==> config.mk <==
export PLATFORM = sky130hd
export DESIGN_NAME = dict_stream_decompressor
export DESIGN_NICKNAME = d
export VERILOG_FILES = /design/src/rtl/dict_pkg.sv /design/src/rtl/dict_p2s_shifter.sv /design/src/rtl/dict_stream_decompressor.sv
export SDC_FILE = /design/constraint.sdc
export NUM_CORES = 1
export LEC_CHECK = 0
export CORE_ASPECT_RATIO = 0.6
export CORE_UTILIZATION = 35
export DETAILED_ROUTE_END_ITERATION = 10
export SYNTH_ARGS = -nofsm -noshare
export SYNTH_HDL_FRONTEND = slang
export SYNTH_SLANG_ARGS = --single-unit
==> constraint.sdc <==
create_clock -name clk -period 1.5 [get_ports clk]
set_clock_uncertainty 0.1 [all_clocks]
set_input_delay 0.15 -clock clk [delete_from_list [all_inputs] [get_ports clk]]
set_output_delay 0.15 -clock clk [all_outputs]
set_load 0.05 [all_outputs]
==> src/rtl/dict_pkg.sv <==
// Purpose: shared constants and default-codebook helper for dict_stream_decompressor.
// Latency: n/a (no logic of its own).
// Backpressure: n/a.
// Ports: none (package).
package dict_pkg;

  // Serialisation order encodings for the LSB_FIRST parameter.
  localparam bit SER_MSB_FIRST = 1'b0;
  localparam bit SER_LSB_FIRST = 1'b1;

  // Reset value of codebook entry i. The 4-bit/8-entry shape keeps the table of the
  // fixed predecessor so existing compressed streams decode unchanged; any other
  // shape resets entry i to i (the caller truncates/zero-extends to its chunk width).
  function automatic logic [31:0] default_entry(input int i, input int chunk_size,
                                                input int codebook_size);
    logic [31:0] e;
    e = 32'(i);
    if (chunk_size == 4 && codebook_size == 8) begin
      case (i)
        0:       e = 32'h0;
        1:       e = 32'h2;
        2:       e = 32'h9;
        3:       e = 32'hB;
        4:       e = 32'hF;
        5:       e = 32'h8;
        6:       e = 32'hC;
        7:       e = 32'h7;
        default: e = 32'(i);
      endcase
    end
    return e;
  endfunction

endpackage

==> src/rtl/dict_p2s_shifter.sv <==
// Purpose: parallel-to-serial shifter emitting one chunk bit per out handshake, with last marker.
// Latency: load at edge k -> first bit valid in the cycle after edge k.
// Backpressure: out_bit/out_last/bit count hold while out_valid && !out_ready.
// Ports: clk/rst; load + load_data (chunk to shift out); empty_next (shifter is free to be
//        loaded at the coming edge); out_valid/out_ready/out_bit/out_last serial stream.
module dict_p2s_shifter
  import dict_pkg::*;
#(
  parameter int CHUNK_SIZE = 4,
  parameter bit LSB_FIRST  = SER_MSB_FIRST
) (
  input  logic                  clk,
  input  logic                  rst,
  input  logic                  load,
  input  logic [CHUNK_SIZE-1:0] load_data,
  output logic                  empty_next,
  output logic                  out_valid,
  input  logic                  out_ready,
  output logic                  out_bit,
  output logic                  out_last
);

  localparam int               CNT_W    = $clog2(CHUNK_SIZE);
  localparam logic [CNT_W-1:0] LAST_CNT = CNT_W'(CHUNK_SIZE - 1);

  logic [CHUNK_SIZE-1:0] shift_q, shift_d;
  logic [CNT_W-1:0]      bit_cnt_q, bit_cnt_d;
  logic                  valid_q, valid_d;
  logic                  fire;
  logic                  at_last;

  assign fire       = valid_q && out_ready;
  assign at_last    = valid_q && (bit_cnt_q == LAST_CNT);
  assign out_valid  = valid_q;
  assign out_last   = at_last;
  assign out_bit    = (LSB_FIRST == SER_LSB_FIRST) ? shift_q[0] : shift_q[CHUNK_SIZE-1];
  // Free at the next edge if idle now, or if the final bit leaves this cycle.
  assign empty_next = !valid_q || (fire && at_last);

  always_comb begin
    shift_d   = shift_q;
    bit_cnt_d = bit_cnt_q;
    valid_d   = valid_q;
    if (fire) begin
      shift_d = (LSB_FIRST == SER_LSB_FIRST) ? (shift_q >> 1) : (shift_q << 1);
      if (at_last) begin
        valid_d   = 1'b0;
        bit_cnt_d = '0;
      end else begin
        bit_cnt_d = bit_cnt_q + CNT_W'(1);
      end
    end
    // A load only arrives when empty_next is high, so it overrides the emptying above.
    if (load) begin
      shift_d   = load_data;
      bit_cnt_d = '0;
      valid_d   = 1'b1;
    end
  end

  always_ff @(posedge clk) begin
    if (rst) begin
      shift_q   <= '0;
      bit_cnt_q <= '0;
      valid_q   <= 1'b0;
    end else begin
      shift_q   <= shift_d;
      bit_cnt_q <= bit_cnt_d;
      valid_q   <= valid_d;
    end
  end

endmodule

==> src/rtl/dict_stream_decompressor.sv <==
// Purpose: codebook-index to serial-bit decompressor with runtime-writable codebook.
// Latency: index accepted at edge k -> first output bit valid in the cycle after edge k+1.
// Backpressure: in_ready drops while the holding register is full and the shifter cannot take it.
// Ports: clk/rst; cb_wr_en/cb_wr_addr/cb_wr_data codebook write; in_valid/in_ready/in_index
//        index stream; out_valid/out_ready/out_bit/out_last serial stream; busy status.
module dict_stream_decompressor
  import dict_pkg::*;
#(
  parameter int CHUNK_SIZE    = 4,
  parameter int CODEBOOK_SIZE = 8,
  parameter int INDEX_BITS    = $clog2(CODEBOOK_SIZE),
  parameter bit LSB_FIRST     = SER_MSB_FIRST
) (
  input  logic                  clk,
  input  logic                  rst,
  input  logic                  cb_wr_en,
  input  logic [INDEX_BITS-1:0] cb_wr_addr,
  input  logic [CHUNK_SIZE-1:0] cb_wr_data,
  input  logic                  in_valid,
  output logic                  in_ready,
  input  logic [INDEX_BITS-1:0] in_index,
  output logic                  out_valid,
  input  logic                  out_ready,
  output logic                  out_bit,
  output logic                  out_last,
  output logic                  busy
);

  localparam logic [INDEX_BITS:0] IDX_LIMIT = (INDEX_BITS + 1)'(CODEBOOK_SIZE);

  logic [CHUNK_SIZE-1:0] cb_q [CODEBOOK_SIZE];
  logic [CHUNK_SIZE-1:0] cb_d [CODEBOOK_SIZE];
  logic [CHUNK_SIZE-1:0] hold_data_q, hold_data_d;
  logic                  hold_valid_q, hold_valid_d;
  logic [CHUNK_SIZE-1:0] lookup_data;
  logic                  idx_in_range, wr_in_range;
  logic                  accept, transfer, shift_empty_next;

  // Non-power-of-2 codebooks leave index codes with no entry; those decode as zero.
  assign idx_in_range = ({1'b0, in_index}   < IDX_LIMIT);
  assign wr_in_range  = ({1'b0, cb_wr_addr} < IDX_LIMIT);

  assign transfer = hold_valid_q && shift_empty_next;
  assign in_ready = !rst && (!hold_valid_q || transfer);
  assign accept   = in_valid && in_ready;
  assign busy     = hold_valid_q || out_valid;

  // Lookup reads the registered codebook, so a same-cycle write is not yet visible.
  always_comb begin
    lookup_data = '0;
    if (idx_in_range) lookup_data = cb_q[in_index];
  end

  always_comb begin
    cb_d = cb_q;
    if (cb_wr_en && wr_in_range) cb_d[cb_wr_addr] = cb_wr_data;
  end

  always_comb begin
    hold_valid_d = hold_valid_q;
    hold_data_d  = hold_data_q;
    if (transfer) hold_valid_d = 1'b0;
    if (accept) begin
      hold_valid_d = 1'b1;
      hold_data_d  = lookup_data;
    end
  end

  always_ff @(posedge clk) begin
    if (rst) begin
      for (int i = 0; i < CODEBOOK_SIZE; i++) begin
        cb_q[i] <= CHUNK_SIZE'(default_entry(i, CHUNK_SIZE, CODEBOOK_SIZE));
      end
      hold_valid_q <= 1'b0;
      hold_data_q  <= '0;
    end else begin
      cb_q         <= cb_d;
      hold_valid_q <= hold_valid_d;
      hold_data_q  <= hold_data_d;
    end
  end

  dict_p2s_shifter #(
    .CHUNK_SIZE (CHUNK_SIZE),
    .LSB_FIRST  (LSB_FIRST)
  ) u_shifter (
    .clk        (clk),
    .rst        (rst),
    .load       (transfer),
    .load_data  (hold_data_q),
    .empty_next (shift_empty_next),
    .out_valid  (out_valid),
    .out_ready  (out_ready),
    .out_bit    (out_bit),
    .out_last   (out_last)
  );

endmodule

# == Yosys cells after proc, flatten, opt, wreduce, memory -nomap -nowiden ==
# Cells that the tools add are included.
# op_classes
add_sub_neg,1
magnitude_cmp,3
n_eq_ne,1
muxes,14
bitwise_logic,2
n_reduce_logical,18
# ops
op,count
32-bit bitwise mux,1
4-bit 2-to-1 mux,5
4-bit binary-select mux with 3-bit select,1
4-bit demux with 3-bit select,1
4-bit >= comparator (second input constant),2
3-bit inverter with 4-bit output,2
1-bit logical AND,7
2-bit nonzero test,3
1-bit 2-to-1 mux,5
4-bit by 1-bit less-than comparator with 1-bit output (second input constant),1
1-bit zero test,3
1-bit logical OR,3
2-bit by 1-bit adder with 2-bit output (second input constant),1
2-bit == test (second input constant),1
2-bit 2-to-1 mux,1
2-bit AND reduction,1
2-bit OR reduction,1
# totals
reg_bits,44
inputBits,15
out_inout_bits,5
elab_cells,52

# == Depth between registers and ports, before layout ==
# Gate-level depths: netlist of the first run.
# depth
word_depth,9
mapped_depth,5
mapped_depth_nobuf,4

# == Modules after synthesis ==
# Synthesis of the first run repeated with hierarchy kept, for this count alone.
# unflattened
cells_unflattened,201
hier_area_um2,2024.4
# by_module_without_submodules
mod,n_inst,cells_each,area_each_um2,seq_area_each_um2
dict_stream_decompressor,1,166,1700.4,740.7
dict_p2s_shifter,1,35,324.1,140.1

# == Least setup slack after synthesis of the first run ==
# Ideal clock, no wire load.
# synth_path
path_type,flip-flop to output port
startpoint,"register u_shifter.valid_q, in the netlist u_shifter.out_valid"
endpoint,output port in_ready
arrival_ns,1.739
required_time_ns,1.250
setup_slack_ns,-0.489
stages_incl_launch_ff,5
path_buffers,2
path_cell_list,dfxtp_1 -> buf_6 -> a21boi_4 -> buf_6 -> a21oi_1
# synth_between
elab_chain_len,6
word_cells_on_any_way,8
classes_between,8 x reduce/logical
# synth_rtl
item,line,source
"start, declared",dict_p2s_shifter.sv:28,"logic valid_q, valid_d;"
"start signal, assigned",dict_p2s_shifter.sv:69,valid_q <= valid_d;
"1-bit logical AND, on equally long branches","dict_p2s_shifter.sv:32, dict_p2s_shifter.sv:33",
1-bit logical AND,dict_p2s_shifter.sv:38,assign empty_next = !valid_q || (fire && at_last);
1-bit logical OR *,dict_p2s_shifter.sv:38,
1-bit logical AND *,dict_stream_decompressor.sv:43,assign transfer = hold_valid_q && shift_empty_next;
1-bit logical OR *,dict_stream_decompressor.sv:44,assign in_ready = !rst && (!hold_valid_q || transfer);
1-bit logical AND *,dict_stream_decompressor.sv:44,
"end, declared",dict_stream_decompressor.sv:20,"output logic in_ready,"
# Every way passes the cells marked *; elsewhere a longest branch is shown, timed or not.

# == Worst setup path in the final report of the first run ==
# layout_path
startpoint,register u_shifter.bit_cnt_q[1]
endpoint,register hold_data_q[2]
# layout_between
elab_chain_len,8
# layout_rtl
item,line,source
"start, declared",dict_p2s_shifter.sv:27,"logic [CNT_W-1:0] bit_cnt_q, bit_cnt_d;"
"start signal, assigned",dict_p2s_shifter.sv:68,bit_cnt_q <= bit_cnt_d;
2-bit == test,dict_p2s_shifter.sv:33,assign at_last = valid_q && (bit_cnt_q == LAST_CNT);
1-bit logical AND,dict_p2s_shifter.sv:33,
1-bit logical AND,dict_p2s_shifter.sv:38,
1-bit logical OR,dict_p2s_shifter.sv:38,
1-bit logical AND,dict_stream_decompressor.sv:43,
1-bit logical OR,dict_stream_decompressor.sv:44,
1-bit logical AND,dict_stream_decompressor.sv:44,
1-bit logical AND,dict_stream_decompressor.sv:45,assign accept = in_valid && in_ready;
"end signal, assigned",dict_stream_decompressor.sv:79,hold_data_q <= hold_data_d;
"end, declared",dict_stream_decompressor.sv:33,"logic [CHUNK_SIZE-1:0] hold_data_q, hold_data_d;"
# Every way passes these cells.
# A chain may end at the register's enable or synchronous reset.

==> results.md, run 1 <==
* Failing checks: setup timing
* Setup tns final at -0.425 ns
* Final setup violating endpoints at 6
* Final worst-path cycle share at 1.06
* Sw power at 760 uW
* Drt wl/cell at 17.2 um
* CP max FO at 6
* Vias in the first global route at 1,663
* Hold_buf cts at 0
* CTS tree: built
* Synth warnings at 0
* Combinational Power Share at 0.201
* Pre-antenna DRT Iters at 5
* Flop and latch count out of synthesis at 44
* Die H at 61.6 um
* Vias at 1,769
* Final instance area at 3010 um^2
* Global-route wire length before repair at 8880 um
* Total of max-cap violations at 0
* Pint at 1.91 mW
* CTS max path bufs at 2
* Crit path kind: register to register
* Worst setup margin at -0.0931 ns
* Post-detail-place hpwl at 3650 um
* CTS root buf: clkbuf_8
* Slew HR at 0.722
* Flop pwr share at 0.464
* Core area at 5650 um^2
* Largest net degree at the start of global routing at 46
* Final total power at 2.67 mW
* Post-route ant nets at 0
* Dpl cell area at 2570 um^2
* Starting DRT DRC Count at 60
* Pwr/cell area at 888 nW/um^2
* Initial Util at 0.367
* Max Clk Rate at 628 MHz
* Clock slew at reported path FFs at 0.10 ns
* Most common cell after layout, fill and taps aside: dfxtp_1
* Synth cell types at 32
* DRC at 0
* Outcome: complete, but fails checks
* Worst hold slack at 0.365 ns
* Final #Nets at 259
* Crit path DAT at 1.71 ns
* DIE AREA at 6250 um^2
* Final core utilization at 0.532
* CTS HTree Levels at 2
* Crit path required time at 1.62 ns
* Most frequent cells in the layout: 40 x dfxtp_1, 32 x nor2_1, 30 x buf_4, 17 x mux2i_1, 16 x a211o_1
* Final hold viol count at 0
* Post-synthesis sequential area ratio at 0.425
* Layout cells sized above 1 at 0.344
* Worst VDD drop at 0.000411 V
* Minimum clock period at 1.59 ns
* Min-Delay Path Class: input pin to register
* Clock insertion delay at the later pin of the skew report at 0.32 ns
* Layout area overhead at 45.0%
* Initial antenna violation count at 0
* Wirelength, routed at 5570 um
* Vias/cell at 5.46
* Row count at 21
* GP Congestion at 0.784
* Non-Filler Instances at 324
* Number of instances in the placed design at 312
* Antenna cells at 0
* RSZ-0062 raised after global routing: yes
* Clock share of power at 0.334
* Die X at 101 um
* Clk sink count at 44
* Sw Ratio at 0.285
* Synthesized area at 2070 um^2
* Final Max Slew Viols at 0
* Cell count after synthesis at 197
* Pre-CTS setup slack at -0.781 ns
* Gr usage total at 0.196
* Leakage at 1.11 nW
* Ports at 20
* Worst-margin pin slew at 0.417 ns
* Crit path capture type: register
* Grt ovf at 0
* Mapped Avg Cell Area at 10.5 um^2
* Cts bufs inserted at 5
* Crit path launch type: register
* Buffers on Ports at 19
* Syn_nets at 213
what timing repair did:
item                                    CTS  global route
cloned                                    1             0
pin swaps                                10             7
setup buffers                             3             0
gates resized for setup                  55            11
endpoints found under the setup margin    8            10
power by group through the flow:
stage	sequential [mW]	combinational (mW)	clock, mW
3_5_place_dp	1.27	0.403	0
2_1_floorplan	1.27	0.216	0
6_report	1.24	0.538	0.893
5_1_grt	1.25	0.569	0.956
4_1_cts	1.24	0.521	0.902
3_3_place_gp	1.27	0.397	0
area by class of cell:
type	count	area [um^2]
Timing Repair Buffer	56	561
Clock buffer	6	93.8
Tap cell	80	100
Sequential cell	44	891
Inverter	10	37.5
Clock inverter	2	16.3
Fill cell	483	2640
Multi-Input combinational cell	126	1310
cells by family (layout without fill, tap and decap cells):
group	count (synthesis)	count (layout)	share of synthesized area
AOI/OAI and AO/OA	43	43	0.176
adders and majority gates	1	1	0.00603
muxes	26	26	0.189
DFF	44	44	0.425
buffers and inverters	27	74	0.0645
and+or+nand+nor	56	56	0.140
Yosys cell counts:
cell type / number / area share
a2111oi_0: 11 / 0.046
a2111oi_1: 1 / 0.0048
a211o_1: 16 / 0.068
a21bo_2: 1 / 0.0048
a21boi_4: 1 / 0.0090
a21o_1: 1 / 0.0036
a21oi_1: 3 / 0.0072
a221oi_1: 1 / 0.0042
a311oi_1: 3 / 0.013
a32oi_1: 2 / 0.0084
and2_1: 1 / 0.0030
and4bb_2: 1 / 0.0060
buf_2: 2 / 0.0048
buf_6: 4 / 0.022
clkbuf_1: 11 / 0.020
dfxtp_1: 44 / 0.42
ha_1: 1 / 0.0060
inv_1: 10 / 0.018
mux2_2: 1 / 0.0054
mux2i_1: 17 / 0.082
mux4_1: 8 / 0.10
nand2_1: 2 / 0.0036
nand2b_1: 1 / 0.0030
nand3_1: 4 / 0.0097
nand4_1: 1 / 0.0030
nand4b_1: 3 / 0.013
nor2_1: 32 / 0.058
nor2b_1: 7 / 0.021
nor4b_2: 1 / 0.0072
nor4bb_1: 2 / 0.0097
o21ai_0: 3 / 0.0072
or2_2: 1 / 0.0030
final timing paths:
path	startpoint	cells after the start	slack, ns	end
max	u_shifter.bit_cnt_q[1]	6	-0.09	hold_data_q[2]
min reg2reg	cb_q[1]	1	0.36	cb_q[1]
min	cb_wr_addr[0]	4	0.36	cb_q[11]
max reg2reg	u_shifter.bit_cnt_q[1]	6	-0.09	hold_data_q[2]
worst max-delay path, cell delays in order (launching register included):
cell and delay [ns]:
dfxtp_2 0.37, ha_4 0.16, a21boi_4 0.05, buf_6 0.14, buf_12 0.14, a21o_4 0.25
a2111oi_4 0.29
layer usage:
metal,share of wire,wire (um),track usage,vias up
met5,0,0,0,-
met4,0.0072,40,0.0559,0
met3,0.037,208,0.0409,7
met2,0.42,2360,0.292,34
met1,0.53,2960,0.288,904
li1,-,-,-,824
sequential cells by signal, summed over array words and instances (netlist names):
name / cells
u_shifter.out_valid: 1
u_shifter.shift_q: 4
cb_q: 32
hold_valid_q: 1
u_shifter.bit_cnt_q: 2
hold_data_q: 4
No activity file was read; power rests on OpenSTA's default activity.
==> run 2, diff against run 1 <==
--- a/config.mk
+++ b/config.mk
@@ -6,8 +6,9 @@
 export NUM_CORES = 1
 export LEC_CHECK = 0
 export CORE_ASPECT_RATIO = 0.6
-export CORE_UTILIZATION = 35
+export CORE_UTILIZATION = 40
 export DETAILED_ROUTE_END_ITERATION = 10
+export GPL_ROUTABILITY_DRIVEN = 1
 export SYNTH_ARGS = -nofsm -noshare
 export SYNTH_HDL_FRONTEND = slang
 export SYNTH_SLANG_ARGS = --single-unit
==> results.md, run 2 (synthesis gave the netlist of run 1 again) <==
* Outcome: complete, but fails checks
* Failing checks: setup timing
* Gr usage total at 0.214
* Flop pwr share at 0.438
* Reg2reg setup slack at -0.08 ns
* Layout area overhead at 34.9%
* Post-detail-place hpwl at 3720 um
* Combinational Power Share at 0.153
* Drt wl/cell at 17.7 um
* Leakage at 1.09 nW
* Grt ovf at 0
* Worst setup margin at -0.122 ns
* Filler cells at 389
* Min-Delay Path Class: register to register
* Pre-antenna DRT Iters at 5
* Antenna cells at 0
* CP max stage cell: dfxtp_2
* Layout cells sized above 1 at 0.302
* Most frequent cells in the layout: 40 x dfxtp_1, 32 x nor2_1, 23 x buf_4, 17 x mux2i_1, 16 x a211o_1
* Critical-path cell list: ha_4 > a21boi_4 > buf_6 > a21oi_4 > buf_12
* Crit path launch type: register
* Die X at 95.0 um
* Final Max Slew Viols at 0
* Ports at 20
* Pre-CTS setup slack at -0.644 ns
* Hold path cells at 1
* Slew HR at 0.681
* Max Clk Rate at 617 MHz
* Clk sink count at 44
* Most common cell after layout, fill and taps aside: dfxtp_1
* Final setup violating endpoints at 9
* Final worst-path cycle share at 1.08
* Crit path kind: register to output port
* Wirelength, routed at 5290 um
* Worst r2r dst: hold_data_q[1]
* Initial antenna violation count at 0
* CTS tree: built
* Clock slew at reported path FFs at 0.08 ns
* Core area at 4780 um^2
* Vias at 1,688
* Reg2Reg Depth at 5
* Worst VDD drop at 0.000573 V
* Biggest regs: cb_q: 32 flops, hold_data_q: 4 flops, u_shifter.shift_q: 4 flops
* Pwr/cell area at 1020 nW/um^2
* Crit path capture type: output port
* Max incr delay on CP at 0.34 ns
* Starting DRT DRC Count at 90
* Final total power at 2.86 mW
* Row count at 19
* Cts bufs inserted at 5
* Final core utilization at 0.586
* Sw power at 663 uW
* Die H at 57.8 um
* Vias in the first global route at 1,656
* Global-route wire length before repair at 8580 um
* CTS HTree Levels at 2
* Largest Register: cb_q
* Hold Path Sink: cb_q[16]
* Sw Ratio at 0.232
* Clock insertion delay at the later pin of the skew report at 0.29 ns
* RSZ-0062 raised after global routing: yes
* CTS root buf: clkbuf_8
* CP max FO at 3
* Initial Util at 0.434
* Reg2reg start: u_shifter.bit_cnt_q[1]
* Final hold viol count at 0
* Final #Nets at 250
* Minimum clock period at 1.62 ns
* Clock share of power at 0.409
* Crit path required time at 1.25 ns
* Kind of cell adding the most delay to the critical path: flip-flops
* Largest net degree at the start of global routing at 46
* DIE AREA at 5490 um^2
* Hold wc startpoint: cb_q[16]
* CTS max path bufs at 2
* Post-route ant nets at 0
* GP Congestion at 0.799
* Crit path DAT at 1.37 ns
* Buffers on Ports at 19
* Vias/cell at 5.66
* Largest register FFs at 32
* Worst-margin pin slew at 0.479 ns
* Hold_buf cts at 0
* Pint at 2.20 mW
* Total of max-cap violations at 0
* Worst path buffer plus inverter count at 2
* DRC at 0
-- run 2: metrics by stage --
step | std cells | TNS [ns] | cell area [um^2] | hold slack [ns]
CTS | 296 | -0.295 | 2740 | 0.361
floorplan | 197 | -0.0303 | 2080 | 0.167
finish | 298 | -0.567 | 2800 | 0.361
global placement | 285 | -6.41 | 2490 | 0.337
global route | 298 | -1.23 | 2800 | 0.373
detailed placement | 285 | -8.86 | 2490 | 0.341
-- run 2: what timing repair did --
action                     CTS  global route
resized for setup           33            16
setup buffers                3             2
setup endpoints to repair   11            24
hold endpoints to repair     0             0
pin swaps                    8             4
-- run 2: how the worst max path moves through the flow --
stage | depth (start not counted) | from | slack [ns] | endpoint
after floorplan | 4 | u_shifter.out_valid | -0.03 | in_ready
after global placement | 4 | in_index[1] | -0.73 | hold_data_q[0]
after detailed placement | 4 | in_index[1] | -0.64 | hold_data_q[3]
after CTS | 5 | u_shifter.bit_cnt_q[1] | -0.1 | in_ready
after global routing | 5 | u_shifter.bit_cnt_q[1] | -0.18 | in_ready
final | 5 | u_shifter.bit_cnt_q[1] | -0.12 | in_ready
-- run 2: worst register-to-register path, stage by stage, from the launching register on --
cell       delay [ns]
dfxtp_2          0.34
ha_4             0.17
a21boi_4         0.20
buf_4            0.20
a2111oi_2        0.08
a2111oi_1        0.38
-- run 2: layout make-up --
cell class | count | area, um^2 | share of cell area
clock buffers | 6 | 93.8 | 0.0335
multi-input cells | 126 | 1150 | 0.413
clock inverters | 2 | 60.1 | 0.0215
well taps | 63 | 78.8 | 0.0282
repair buffers | 47 | 483 | 0.173
flip-flops and latches | 44 | 891 | 0.318
inverters | 10 | 37.5 | 0.0134
-- run 2: power by group through the flow --
stage | registers [mW] | clock network, mW | logic [mW]
after floorplan | 1.27 | 0 | 0.216
after global placement | 1.27 | 0 | 0.370
after detailed placement | 1.27 | 0 | 0.382
after CTS | 1.25 | 1.19 | 0.420
after global routing | 1.26 | 1.26 | 0.472
final | 1.25 | 1.17 | 0.439
-- run 2: layer usage --
layer / vias up / share of wire / wire (um) / global-route usage
met1: 823 / 0.48 / 2550 / 0.323
met2: 56 / 0.43 / 2300 / 0.291
met3: 2 / 0.076 / 402 / 0.0617
met5: - / 0 / 0 / 0
met4: 0 / 0.0066 / 35 / 0.0693
li1: 807 / - / - / -
